[src/rtl/writeback_unit.sv]
// rtl/writeback_unit.sv - LEGv8 writeback stage committing one register-file write per retiring instruction; optional load timeout under WB_MEM_TIMEOUT_EN
module writeback_unit #(
   parameter int DATA_WIDTH  = 32,
   parameter int COUNT_WIDTH = 16,
   parameter int MEM_TIMEOUT = 15
) (
   input  logic                   clock,
   input  logic                   reset,
   input  logic                   wbStart,
   input  logic                   wbRegWrite,
   input  logic                   memToReg,
   input  logic                   link,
   input  logic [4:0]             destReg,
   input  logic [DATA_WIDTH-1:0]  aluResult,
   input  logic [DATA_WIDTH-1:0]  pcPlus4,
   input  logic [DATA_WIDTH-1:0]  memReadData,
   input  logic                   memDataValid,
   output logic                   regWrite,
   output logic [4:0]             writeRegister,
   output logic [DATA_WIDTH-1:0]  writeData,
   output logic                   busy,
   output logic                   wbDone,
   output logic [COUNT_WIDTH-1:0] wbCount,
   output logic                   memTimeout
);

   localparam logic [4:0] LINK_REG = 5'd30;
   localparam logic [4:0] ZERO_REG = 5'd31;

   // a zero timeout would abort every load before its data could arrive
   if (MEM_TIMEOUT < 1) begin : g_timeout_range
      $error("MEM_TIMEOUT must be at least 1");
   end

   typedef enum logic [1:0] {
      IDLE,
      WAIT_MEM,
      WRITE
   } state_t;

   state_t                  state, state_nxt;
   logic [4:0]              cap_reg, cap_reg_nxt;
   logic [DATA_WIDTH-1:0]   cap_data, cap_data_nxt;
   logic                    reg_write_nxt;
   logic [4:0]              write_register_nxt;
   logic [DATA_WIDTH-1:0]   write_data_nxt;
   logic                    wb_done_nxt;
   logic [COUNT_WIDTH-1:0]  wb_count_nxt;

`ifdef WB_MEM_TIMEOUT_EN
   localparam int TW = $clog2(MEM_TIMEOUT + 1);
   logic [TW-1:0]           to_cnt, to_cnt_nxt;
   logic                    mem_timeout_nxt;
`endif

   assign busy = (state != IDLE);

   // state, capture and output registers; reset clears everything and aborts any instruction in flight
   always_ff @(posedge clock) begin
      if (reset) begin
         state         <= IDLE;
         cap_reg       <= '0;
         cap_data      <= '0;
         regWrite      <= 1'b0;
         writeRegister <= '0;
         writeData     <= '0;
         wbDone        <= 1'b0;
         wbCount       <= '0;
`ifdef WB_MEM_TIMEOUT_EN
         to_cnt        <= '0;
         memTimeout    <= 1'b0;
`endif
      end else begin
         state         <= state_nxt;
         cap_reg       <= cap_reg_nxt;
         cap_data      <= cap_data_nxt;
         regWrite      <= reg_write_nxt;
         writeRegister <= write_register_nxt;
         writeData     <= write_data_nxt;
         wbDone        <= wb_done_nxt;
         wbCount       <= wb_count_nxt;
`ifdef WB_MEM_TIMEOUT_EN
         to_cnt        <= to_cnt_nxt;
         memTimeout    <= mem_timeout_nxt;
`endif
      end
   end

`ifndef WB_MEM_TIMEOUT_EN
   assign memTimeout = 1'b0;
`endif

   // next-state and next-output logic; the destination and data source are resolved at capture time
   always_comb begin
      state_nxt          = state;
      cap_reg_nxt        = cap_reg;
      cap_data_nxt       = cap_data;
      reg_write_nxt      = 1'b0;
      write_register_nxt = writeRegister;
      write_data_nxt     = writeData;
      wb_done_nxt        = 1'b0;
      wb_count_nxt       = wbCount;
`ifdef WB_MEM_TIMEOUT_EN
      to_cnt_nxt         = to_cnt;
      mem_timeout_nxt    = memTimeout;
`endif
      case (state)
         IDLE: begin
            if (wbStart) begin
               cap_reg_nxt  = destReg;
               cap_data_nxt = aluResult;
               if (!wbRegWrite) begin
                  wb_done_nxt = 1'b1;
               end else if (link) begin
                  cap_reg_nxt  = LINK_REG;
                  cap_data_nxt = pcPlus4;
                  state_nxt    = WRITE;
               end else if (memToReg) begin
                  state_nxt  = WAIT_MEM;
`ifdef WB_MEM_TIMEOUT_EN
                  to_cnt_nxt = '0;
`endif
               end else begin
                  state_nxt = WRITE;
               end
            end
         end
         WAIT_MEM: begin
            if (memDataValid) begin
               cap_data_nxt = memReadData;
               state_nxt    = WRITE;
`ifdef WB_MEM_TIMEOUT_EN
            end else if (to_cnt == TW'(MEM_TIMEOUT - 1)) begin
               mem_timeout_nxt = 1'b1;
               wb_done_nxt     = 1'b1;
               state_nxt       = IDLE;
            end else begin
               to_cnt_nxt = to_cnt + TW'(1);
`endif
            end
         end
         WRITE: begin
            wb_done_nxt = 1'b1;
            state_nxt   = IDLE;
            if (cap_reg != ZERO_REG) begin
               reg_write_nxt      = 1'b1;
               write_register_nxt = cap_reg;
               write_data_nxt     = cap_data;
               wb_count_nxt       = wbCount + COUNT_WIDTH'(1);
            end
         end
         default: state_nxt = IDLE;
      endcase
   end

endmodule

[config.mk]
export PLATFORM = sky130hd
export DESIGN_NAME = writeback_unit
export DESIGN_NICKNAME = d
export VERILOG_FILES = /design/src/rtl/writeback_unit.sv
export SDC_FILE = /design/constraint.sdc
export NUM_CORES = 1
export LEC_CHECK = 0
export BUFFER_PORTS_ARGS = -buffer_cell sky130_fd_sc_hd__clkbuf_2
export CAP_MARGIN = 20
export CORE_ASPECT_RATIO = 0.6
export CORE_MARGIN = 1.5
export CORE_UTILIZATION = 48
export CTS_CLUSTER_DIAMETER = 80
export DETAILED_ROUTE_END_ITERATION = 8
export GPL_ROUTABILITY_DRIVEN = 0
export MAX_ROUTING_LAYER = met4
export PLACE_DENSITY = 0.8
export SYNTH_ARGS = -nofsm -noshare
export SYNTH_HDL_FRONTEND = slang
export SYNTH_SLANG_ARGS = --single-unit
[constraint.sdc]
create_clock -name clock -period 2 [get_ports clock]
set_input_delay 0.2 -clock clock [delete_from_list [all_inputs] [get_ports clock]]
set_output_delay 0.2 -clock clock [all_outputs]
set_load 0.02 [all_outputs]
* Word-level counts from Yosys, hierarchy flattened
Index checks and enable logic that the tools add are counted.
** Word-level totals
- Flip-flop bits (word level) :: 94
- Latch bits :: 0
- RAM bits :: 0
- Memory bits (read-only) :: 0
- Input bits :: 108
- Output and inout port bits :: 57
- Logic and storage cells :: 41
- Memories kept :: 0
** Cells by class
- $add $sub $neg :: 1
- $mul :: 0
- Div/mod/pow operators :: 0
- Order comparisons :: 0
- Eq/ne operators :: 6
- Shift-type cells :: 0
- Multiplexer cells :: 17
- Bitwise operators :: 1
- Reduce and logical (&&, ||, !) cells :: 8
** Operators by type and width (number)
- two-way mux 32 bit :: 4
- one-hot mux 32 bit (2 select lines) :: 1
- adder 16 x 1 -> 16 bit (second input constant) :: 1
- two-way mux 2 bit :: 5
- two-way mux 5 bit :: 2
- inequality test 2 bit (second input constant) :: 3
- AND reduction 3 bit :: 2
- inequality test 5 bit (second input constant) :: 1
- one-hot mux 2 bit (2 select lines) :: 1
- AND reduction 2 bit :: 2
- nonzero test 2 bit :: 2
- two-way mux 1 bit :: 3
- == test 2 x 1 -> 1 bit (second input constant) :: 1
- == test 2 bit (second input constant) :: 1
- logical NOT 2 bit :: 1
- one-hot mux 1 bit (2 select lines) :: 1
- OR reduction 2 bit :: 1
- NOT 1 bit :: 1

* Logic depth before layout (Yosys ltp)
Gate-level depths: netlist of the first run.
- Depth in word-level cells :: 5
- Gate-level depth with buffers :: 7
- Mapped depth without buffers :: 5

* Worst setup path after synthesis of the first run
No wires, ideal clock.
- Path kind :: register to register
- From :: register wbCount[5]
- To :: register wbCount[14]
- Arrival time :: 1573 ps
- Path slack :: 357 ps
- Cell stages (with the launch flop) :: 6
- Cells stage by stage :: dfxtp_1 -> and4_1 -> clkbuf_1 -> nand4_1 -> or4_1 -> a21oi_1
** On the way
- Word-level cells in the longest chain between the ends :: 1
** RTL lines
- start: declaration :: RTL line 23 : output logic [COUNT_WIDTH-1:0] wbCount,
- start signal: assignment :: RTL line 81 : wbCount <= wb_count_nxt;
- adder 16 x 1 -> 16 bit :: RTL line 149 : wb_count_nxt = wbCount + COUNT_WIDTH'(1);
Every way passes these cells.
A chain may end at the register's enable or synchronous reset.

* Worst setup path after layout of the first run
- From :: register state[0]
- To :: register wbCount[14]
** On the way
- Word-level cells in the longest chain between the ends :: 2
** RTL lines
- start: declaration :: RTL line 41 : state_t state, state_nxt;
- start signal: assignment :: RTL line 74 : state <= state_nxt;
- == test 2 bit :: RTL line 107 : case (state)
- AND reduction 2 bit (no source line)
Every way passes these cells.

==> results.md, run 1 <==
- Synth Cell Area: a little over 4000 µm²
- RSZ-0062 raised after global routing: no
- Max-cap violations: 0
- Worst-Margin Slew: 656 ps
- Fillers: 694
- Postcts setup bufs: 0
- Worst R2R Start: state[0]$_SDFFE_PP0P_
- Clock period minus final worst setup slack: roughly 1800 ps
- Final WL: 10300 µm
- Worst EP required: approximately 2300 ps
- Final Skew: about 6.4 ps
- Final Slew Violations: 0
- Bufs on Longest Clock Path: 2
- Clk root buf: clkbuf_16
- CP top delay family: simple AND/OR/NAND/NOR gates
- Fraction of layout cells with a size suffix above 1: between 30% and 40%
- Hold Fails Final Rpt: 0
- Critical path type: register to register
- Clock Pin Slew Worst Setup and Hold Paths: 60 ps
- Area growth syn-to-layout: 29.5%
- WL/cell: 14.0 µm
- PwrDens: 855 nW/µm²
- Largest registers: cap_data: 32 flops, writeData: 32 flops, wbCount: 16 flops
- Startpoint Class: register
- CTS tree: built
- Synthesized Nets: 590
- CP max stage delay: 550 ps
- # hold bufs at CTS: 0
- Die ar.: 8980 µm²
- DR iter-0 viols: 169
- # clock sinks: 94
- Pin count of the biggest net entering global routing: 64
- Worst path cell trace: nand4b_1 -> a211o_1 -> or4_1 -> a21oi_1
- CTS Buf Count: 9
- Num ports: approximately 170
- DRC viols: 0
- Number of global-route vias before repair: 3261
- Final-report setup violation count: 0
- Starting density of the core: 50.4%
- Chip Height: roughly 74 µm
- Async set or reset register ratio after synthesis: 0%
- Synth top area cells: dfxtp_1 47%, nand2_1 10%, mux2i_1 8.2%
- Clk_lat worst skew: 340 ps
- First-pass GRT wire length: ~16000 µm
- Num rows: 25
- Vias: 3871
- CP max-delay cell: or4_1
- Die width: 121 µm
- Yosys warning count: 0
- Initial antenna violation count: 0
- Dominant cell type by area after synthesis: dfxtp_1
- Top cell type's share of synthesized area: a little under half
- Total grt overflow: 0
- Leakage: 0.00236 µW
- Synthesized area per cell: between 8 and 9 µm²
- Fmax: between 0.5 and 0.6 GHz
- Max transition margin: around 56%
- Antenna Diode Count: 0
- Port bufs: 163
- Netlist cell types: 33
- Synthesized flop and latch total: between 90 and 100
- Multi-input gate area: 1980 µm²
- Worst Setup SP: state[0]$_SDFFE_PP0P_
- Post-Layout Inst Area: 5220 µm²
- Storage cell area: 1880 µm²
- Final period utilization: 89.1%
- Mapped Cells: roughly 480
- CP Capture Type: register
- Htree depth: 3
- Worst Path Buf+Inv: 0
- Post-synth EDFFs: 0
- Antenna Nets Post-Route: 0
- Post-detail-place hpwl: roughly 7500 µm
- CP arrival: slightly above 2000 ps
- Placed Area: 4930 µm²
- Initial DRT Pass Iterations: 4
- Max VDD drop: 0.510 mV
- Prevailing post-synth register cell: dfxtp_1
- Crit Path Max Fanout: 11
- Core Area: 8010 µm²
- Hold path start: destReg[0]
- Status: completed
- Total global-route track usage: 23.4%
- Setup TNS: 0 ps
- Sequential-to-total area share from yosys stat: 46.7%
- HP Class: input port to register
- Nets@finish: 734
- Vias/cell: between 5 and 6
==> path summary, 6_finish.rpt <==
check,depth (start not counted),end,slack [ps]
setup / recovery,4,wbCount[14]$_SDFFE_PP0P_,220
hold / removal,3,cap_reg[0]$_SDFFE_PP0P_,130
setup reg to reg,4,wbCount[14]$_SDFFE_PP0P_,220
hold reg to reg,2,writeData[25]$_SDFFE_PP0P_,450
==> cells by family (layout without fill, tap and decap cells) <==
group,Yosys count,in the layout,synth area share [%]
simple gates,161,161,17.3
mux,33,33,8.19
xor+xnor,4,4,0.869
other cells,1,1,0.0930
flops,94,94,46.7
fa+ha+maj,1,1,0.310
buf+inv,45,194,5.18
compound gates,142,142,21.4
==> worst reg2reg max path, stage by stage, from the launching register on <==
cell and delay, ps:
dfxtp_1 380, nand4b_1 210, a211o_1 430, or4_1 550, a21oi_1 140
==> through the flow <==
stage	util [%]	setup slack [ps]	total power (µW)	hold WS [ps]	instances
4_1_cts	65.2	109	4490	117	738
3_5_place_dp	61.5	122	2840	446	722
3_3_place_gp	61.5	238	2810	442	722
2_1_floorplan	-	357	2560	352	481
5_1_grt	65.2	120	4660	119	738
6_report	65.2	218	4470	127	738
==> area by class of cell <==
| type | instances | share of cell area [%] |
|---|---|---|
| multi-input cells | 342 | 37.8 |
| flip-flops and latches | 94 | 36.0 |
| repair buffers | 174 | 17.7 |
| clock buffers | 10 | 4.38 |
| well taps | 108 | 2.59 |
| clock inverters | 6 | 1.20 |
| inverters | 4 | 0.287 |
==> cell usage after synthesis, types with 4 or more instances <==
cell type and instances:
a211oi_1 7, a21oi_1 56, a22o_1 32, buf_2 11
clkbuf_1 24, dfxtp_1 94, inv_1 4, mux2i_1 33
nand2_1 111, nand3_1 7, nor2_1 14, o21ai_0 42
or3_1 10, xnor2_1 4
==> layout by cell type (no fill, tap or decap), types with 2 or more instances in the layout <==
cell / n
clkinv_2: 3
or3_1: 10
buf_4: 9
a211o_1: 2
buf_12: 2
clkbuf_16: 9
nor3_1: 2
nand3_1: 7
and4_1: 2
nand2_1: 110
a211oi_1: 7
clkbuf_2: 163
xnor2_1: 4
o31ai_1: 2
nand2b_1: 2
inv_1: 4
a21oi_1: 55
a22o_1: 32
mux2i_1: 33
dfxtp_1: 94
clkinv_4: 2
and2_1: 2
o21ai_0: 42
nor2_1: 13
nand4_1: 3
==> routing by layer <==
metal | global-route usage [%] | up-vias | routed length (µm)
li1 | - | 1968 | -
met1 | 31.2 | 1754 | 4760
met2 | 36.1 | 140 | 4690
met3 | 6.29 | 9 | 803
met4 | 4.71 | 0 | 93
met5 | - | - | 0
==> power by group <==
| group | switching (µW) | leakage [µW] | total (µW) | internal [µW] |
|---|---|---|---|---|
| Combinational | 405 | 0.00145 | 711 | 306 |
| Sequential | 83.5 | 0.000765 | 2080 | 2000 |
| Clock | 705 | 0.000146 | 1670 | 967 |
==> timing repair <==
action	4_1_cts	5_1_grt
endpoints found under the hold margin	0	0
setup endpoints to repair	0	16
resized for setup	0	1
(Power assumes the default switching activity.)
==> inputs of run 2 (changes only) <==
==> config.mk (replaced) <==
export PLATFORM = sky130hd
export DESIGN_NAME = writeback_unit
export DESIGN_NICKNAME = d
export VERILOG_FILES = /design/src/rtl/writeback_unit.sv
export SDC_FILE = /design/constraint.sdc
export NUM_CORES = 1
export LEC_CHECK = 0
export CAP_MARGIN = 20
export CORE_ASPECT_RATIO = 0.6
export CORE_MARGIN = 1.5
export CORE_UTILIZATION = 63
export CTS_CLUSTER_DIAMETER = 80
export DETAILED_ROUTE_END_ITERATION = 8
export DONT_BUFFER_PORTS = 1
export GPL_ROUTABILITY_DRIVEN = 0
export MAX_ROUTING_LAYER = met4
export PLACE_DENSITY = 0.79
export REMOVE_ABC_BUFFERS = 1
export SYNTH_ARGS = -nofsm -noshare
export SYNTH_HDL_FRONTEND = slang
export SYNTH_SLANG_ARGS = --single-unit
==> run 2 against run 1 <==
Via count down 13%. Register-to-register slack better by 20 ps. Cell count decreased by 24%. Clock power is 34% lower. Critical path type unchanged.
==> results.md, run 2 (synthesized netlist as in run 1, its figures left out) <==
- Critical path type: register to register
- Num rows: 22
- Hold path start: wbRegWrite
- Total grt overflow: 0
- WHS Path Cells: 2
- Core Area: 6140 µm²
- R2R cell count: 4
- Sw frac: 28.3%
- Port bufs: 0
- Final-report setup violation count: 0
- Nets@finish: 578
- Post-CTS Resized: 0
- Hold Fails Final Rpt: 0
- Leakage: 0.00164 µW
- Leading cell type in the layout, fill and taps excluded: nand2_1
- Post-detail-place hpwl: 6390 µm
- Bufs on Longest Clock Path: 2
- Clock power share: 29.4%
- Initial DRT Pass Iterations: 4
- Fmax: 0.567 GHz
- Clock Pin Slew Worst Setup and Hold Paths: approximately 90 ps
- Antenna Diode Count: 0
- Switching power total: 1070 µW
- Vias: 3350
- Chip Height: 65.0 µm
- WL/cell: around 17 µm
- # clock sinks: 94
- Flop pwr share: a little under three fifths
- Die ar.: 6910 µm²
- Setup TNS: 0 ps
- DR iter-0 viols: 249
- Htree depth: 3
- Worst EP required: roughly 2300 ps
- RSZ-0062 raised after global routing: no
- Non-filler instance count after layout: 558
- CTS Buf Count: 9
- Total global-route track usage: ~27%
- CP arrival: 2040 ps
- DRC viols: 0
- PwrDens: 872 nW/µm²
- Num ports: 165
- Hold Crit Endpoint: state[0]$_SDFFE_PP0P_
- R2r setup slk: 240 ps
- Starting density of the core: 65.7%
- Vias/cell: ~6
- Final period utilization: 88.2%
- Postcts setup bufs: 0
- Cell total after placement: 540
- Initial antenna violation count: 0
- Util after Layout: 70.6%
- Pin count of the biggest net entering global routing: between 60 and 70
- CTS tree: built
- Largest registers: cap_data: 32 flops, writeData: 32 flops, wbCount: 16 flops
- Fraction of layout cells with a size suffix above 1: 8.02%
- Max VDD drop: a little under 0.4 mV
- Most frequent cells in the layout: 110 x nand2_1, 94 x dfxtp_1, 55 x a21oi_1, 42 x o21ai_0, 33 x mux2i_1
- Area growth syn-to-layout: 7.42%
- WHS: 31.9 ps
- Final Skew: 12.2 ps
- Power after layout: 3780 µW
- Combinational Power Share: 14.5%
- Die width: 106 µm
- First-pass GRT wire length: around 14000 µm
- Clock period minus final worst setup slack: 1760 ps
- Fillers: 497
- Clk root buf: clkbuf_8
- Clk_lat worst skew: 350 ps
- Final Slew Violations: 0
- Worst R2R Start: state[0]$_SDFFE_PP0P_
- Antenna Nets Post-Route: 0
- HP Class: input port to register
- Number of global-route vias before repair: 2987
- Startpoint Class: register
- Status: completed
- CP Capture Type: register
- Crit Path Max Fanout: 11
- Final WL: 9270 µm
- Reg2Reg Capture Point: wbCount[14]$_SDFFE_PP0P_
- Internal power component: 2710 µW
- Max-cap violations: 0
run 2: layer usage:
layer	part of all wire [%]	vias up	wire length, µm	track usage [%]
met5	0	-	0	-
li1	-	1646	-	-
met3	9.8	10	912	9.26
met2	47	151	4360	43.1
met4	0.96	0	89	10.1
met1	42	1543	3910	33.0
run 2: how the worst max path moves through the flow:
stage	start	to	slack, ps	cells past startpoint
3_5_place_dp	state[0]$_SDFFE_PP0P_	wbCount[14]$_SDFFE_PP0P_	290	4
4_1_cts	state[0]$_SDFFE_PP0P_	wbCount[14]$_SDFFE_PP0P_	250	4
6_report	state[0]$_SDFFE_PP0P_	wbCount[14]$_SDFFE_PP0P_	240	4
2_1_floorplan	state[0]$_SDFFE_PP0P_	cap_data[30]$_SDFFE_PP0P_	-940	3
3_3_place_gp	cap_reg[3]$_SDFFE_PP0P_	wbCount[14]$_SDFFE_PP0P_	320	4
5_1_grt	state[0]$_SDFFE_PP0P_	wbCount[13]$_SDFFE_PP0P_	140	4
run 2: power groups by stage:
stage,logic (µW),clock network (µW),registers [µW]
final,546,1110,2120
after global routing,608,1220,2130
after CTS,549,1140,2120
after detailed placement,521,0,2160
after global placement,502,0,2150
after floorplan,362,0,2140
run 2: final cells by class:
type,count,area [µm²],area share [%]
Timing Repair Buffer,18,183,4.22
Clock inverter,5,35.0,0.809
Sequential cell,94,1880,43.4
Clock buffer,11,141,3.26
Tap cell,84,105,2.43
Inverter,4,15.0,0.347
Multi-Input combinational cell,342,1970,45.5
run 2: through the flow:
step / instance area [µm²] / setup slack [ps]
3_3_place_gp: 4120 / 317
3_5_place_dp: 4120 / 287
6_report: 4330 / 236
4_1_cts: 4330 / 252
2_1_floorplan: 3840 / -944
5_1_grt: 4330 / 136
run 2: what timing repair did:
item / in CTS / in global routing
hold endpoints to repair: 62 / 0
hold buffers: 2 / 0
setup endpoints to repair: 0 / 0
run 2: critical path, stage by stage (launching register included):
cell      delay [ps]
dfxtp_1          400
nand4b_1         210
a211o_1          410
or4_1            530
a21oi_1          140
==> inputs of run 3 (changes only) <==
==> constraint.sdc (replaced) <==
create_clock -name clock -period 1.65 [get_ports clock]
set_input_delay 0.165 -clock clock [delete_from_list [all_inputs] [get_ports clock]]
set_output_delay 0.165 -clock clock [all_outputs]
set_load 0.02 [all_outputs]
==> run 3 against run 2 <==
Total power increased by 27%. Die area did not move. Clock power is 37% higher. Highest routed layer unchanged. Sequential cell count unchanged. Combinational power grew 30%. Global-route usage up 1.1 points. Non-clock buffer count rose by 12. Hold slack better by 2.3 ps. Cell count up 2.2%. Via count increased by 0.90%. Critical path depth grew 1. Largest power group unchanged.
==> results.md, run 3 (synthesized netlist as in run 1, its figures left out) <==
- CP arrival: ~1900 ps
- Antenna Diode Count: 0
- Htree depth: 3
- Number of global-route vias before repair: approximately 3.1k
- Setup TNS: 0 ps
- Post-detail-place hpwl: 6390 µm
- PwrDens: 1060 nW/µm²
- Die ar.: 6910 µm²
- Reg2Reg Capture Point: wbCount[14]$_SDFFE_PP0P_
- Clock Pin Slew Worst Setup and Hold Paths: 90 ps
- CTS tree: built
- Fraction of layout cells with a size suffix above 1: a little over a tenth
- Clk_lat worst skew: 350 ps
- Final Skew: 5.25 ps
- Max VDD drop: 0.752 mV
- R2r setup slk: 60 ps
- Fmax: 0.628 GHz
- Power after layout: 4790 µW
- Chip Height: 65.0 µm
- Bufs on Longest Clock Path: 2
- Port bufs: 0
- Starting density of the core: 65.7%
- Critical path type: register to register
- Worst Setup SP: wbCount[1]$_SDFFE_PP0P_
- CP Capture Type: register
- Postcts setup bufs: 0
- DR iter-0 viols: 208
- Status: completed
- Vias/cell: around 5.9
- Leakage: 0.00172 µW
- Clock period minus final worst setup slack: around 1600 ps
- # clock sinks: 94
- RSZ-0062 raised after global routing: yes
- Worst EP required: 1940 ps
- First-pass GRT wire length: 15000 µm
- WL/cell: about 16 µm
- Initial antenna violation count: 0
- R2R cell count: 5
- Final WL: between 9000 and 10000 µm
- Initial DRT Pass Iterations: 4
- Worst R2R Start: wbCount[1]$_SDFFE_PP0P_
- Num rows: 22
- Hold Fails Final Rpt: 0
- Final period utilization: 96.5%
- Nets@finish: slightly below 600
- Largest registers: cap_data: 32 flops, writeData: 32 flops, wbCount: 16 flops
- Final-report setup violation count: 0
- Clk root buf: clkbuf_8
- Startpoint Class: register
- DRC viols: 0
- PnR worst setup slack: about 58 ps
- Core Area: between 6000 and 7000 µm²
- HP Class: input port to register
- Leading cell type in the layout, fill and taps excluded: nand2_1
- Total grt overflow: 0
- Total global-route track usage: 28.5%
- Die width: 106 µm
- Worst setup endpoint: wbCount[14]$_SDFFE_PP0P_
- Antenna Nets Post-Route: 0
- Pin count of the biggest net entering global routing: 63
- CTS Buf Count: 9
- Most frequent cells in the layout: 110 x nand2_1, 92 x dfxtp_1, 53 x a21oi_1, 42 x o21ai_0, 33 x mux2i_1
- Max-cap violations: 0
- Place WS: around 37 ps
- Crit Path Max Fanout: 5
- Util after Layout: 73.4%
- Area growth syn-to-layout: 11.7%
- Final Slew Violations: 0
- Vias: about 3.4k
- Num ports: 165
[run 3: changes by cell type in the layout (fill, tap and decap cells not counted), moves of 2 or more]
cell	delta
dfxtp_1	-2
buf_12	+3
a21oi_1	-2
buf_4	+7
a21oi_2	+2
dlygate4sd3_1	+2
[run 3: worst min path at each step]
| stage | startpoint | endpoint | depth (start not counted) |
|---|---|---|---|
| 6_report | destReg[4] | cap_reg[4]$_SDFFE_PP0P_ | 2 |
| 5_1_grt | destReg[3] | cap_reg[3]$_SDFFE_PP0P_ | 2 |
| 4_1_cts | destReg[4] | cap_reg[4]$_SDFFE_PP0P_ | 2 |
| 3_5_place_dp | reset | writeData[17]$_SDFFE_PP0P_ | 1 |
| 3_3_place_gp | reset | writeRegister[3]$_SDFFE_PP0P_ | 1 |
| 2_1_floorplan | reset | cap_reg[0]$_SDFFE_PP0P_ | 1 |
[run 3: power breakdown]
group	total [µW]	internal, µW	switching, µW
sequential	2560	2420	135
clock	1520	742	778
combinational	711	299	412
[run 3: repair_timing]
item | CTS | global route
endpoints found under the setup margin | 1 | 4
pin swaps | 0 | 1
resized for setup | 1 | 5
endpoints found under the hold margin | 62 | 0
gates cloned | 0 | 0
hold buffers | 4 | 0
[run 3: critical path, cell delays in order (launching register included)]
cell and delay (ps):
dfxtp_4 370, ha_1 140, inv_1 60, a211o_1 280, or4_4 540, a21oi_2 150
[run 3: final cells by class]
class	instances	area, µm²
Clock buffer	11	141
Clock inverter	5	58.8
Fill cell	478	1630
Inverter	4	15.0
Multi-Input combinational cell	342	1980
Sequential cell	94	1890
Tap cell	84	105
Timing Repair Buffer	30	315
[run 3: per-stage QoR]
stage	instance area (µm²)	hold slack [ps]	instances
6_report	4500	34.2	570
5_1_grt	4500	40.8	570
4_1_cts	4490	7.02	570
3_5_place_dp	4230	243	550
3_3_place_gp	4230	239	550
2_1_floorplan	3840	234	440
[run 3: metal layers]
metal,track usage [%],part of all wire (%),vias up
met4,9.97,1.3,0
met1,35.0,44,1565
met3,7.65,8.0,12
met5,-,0,-
met2,45.7,47,130
li1,-,-,1673
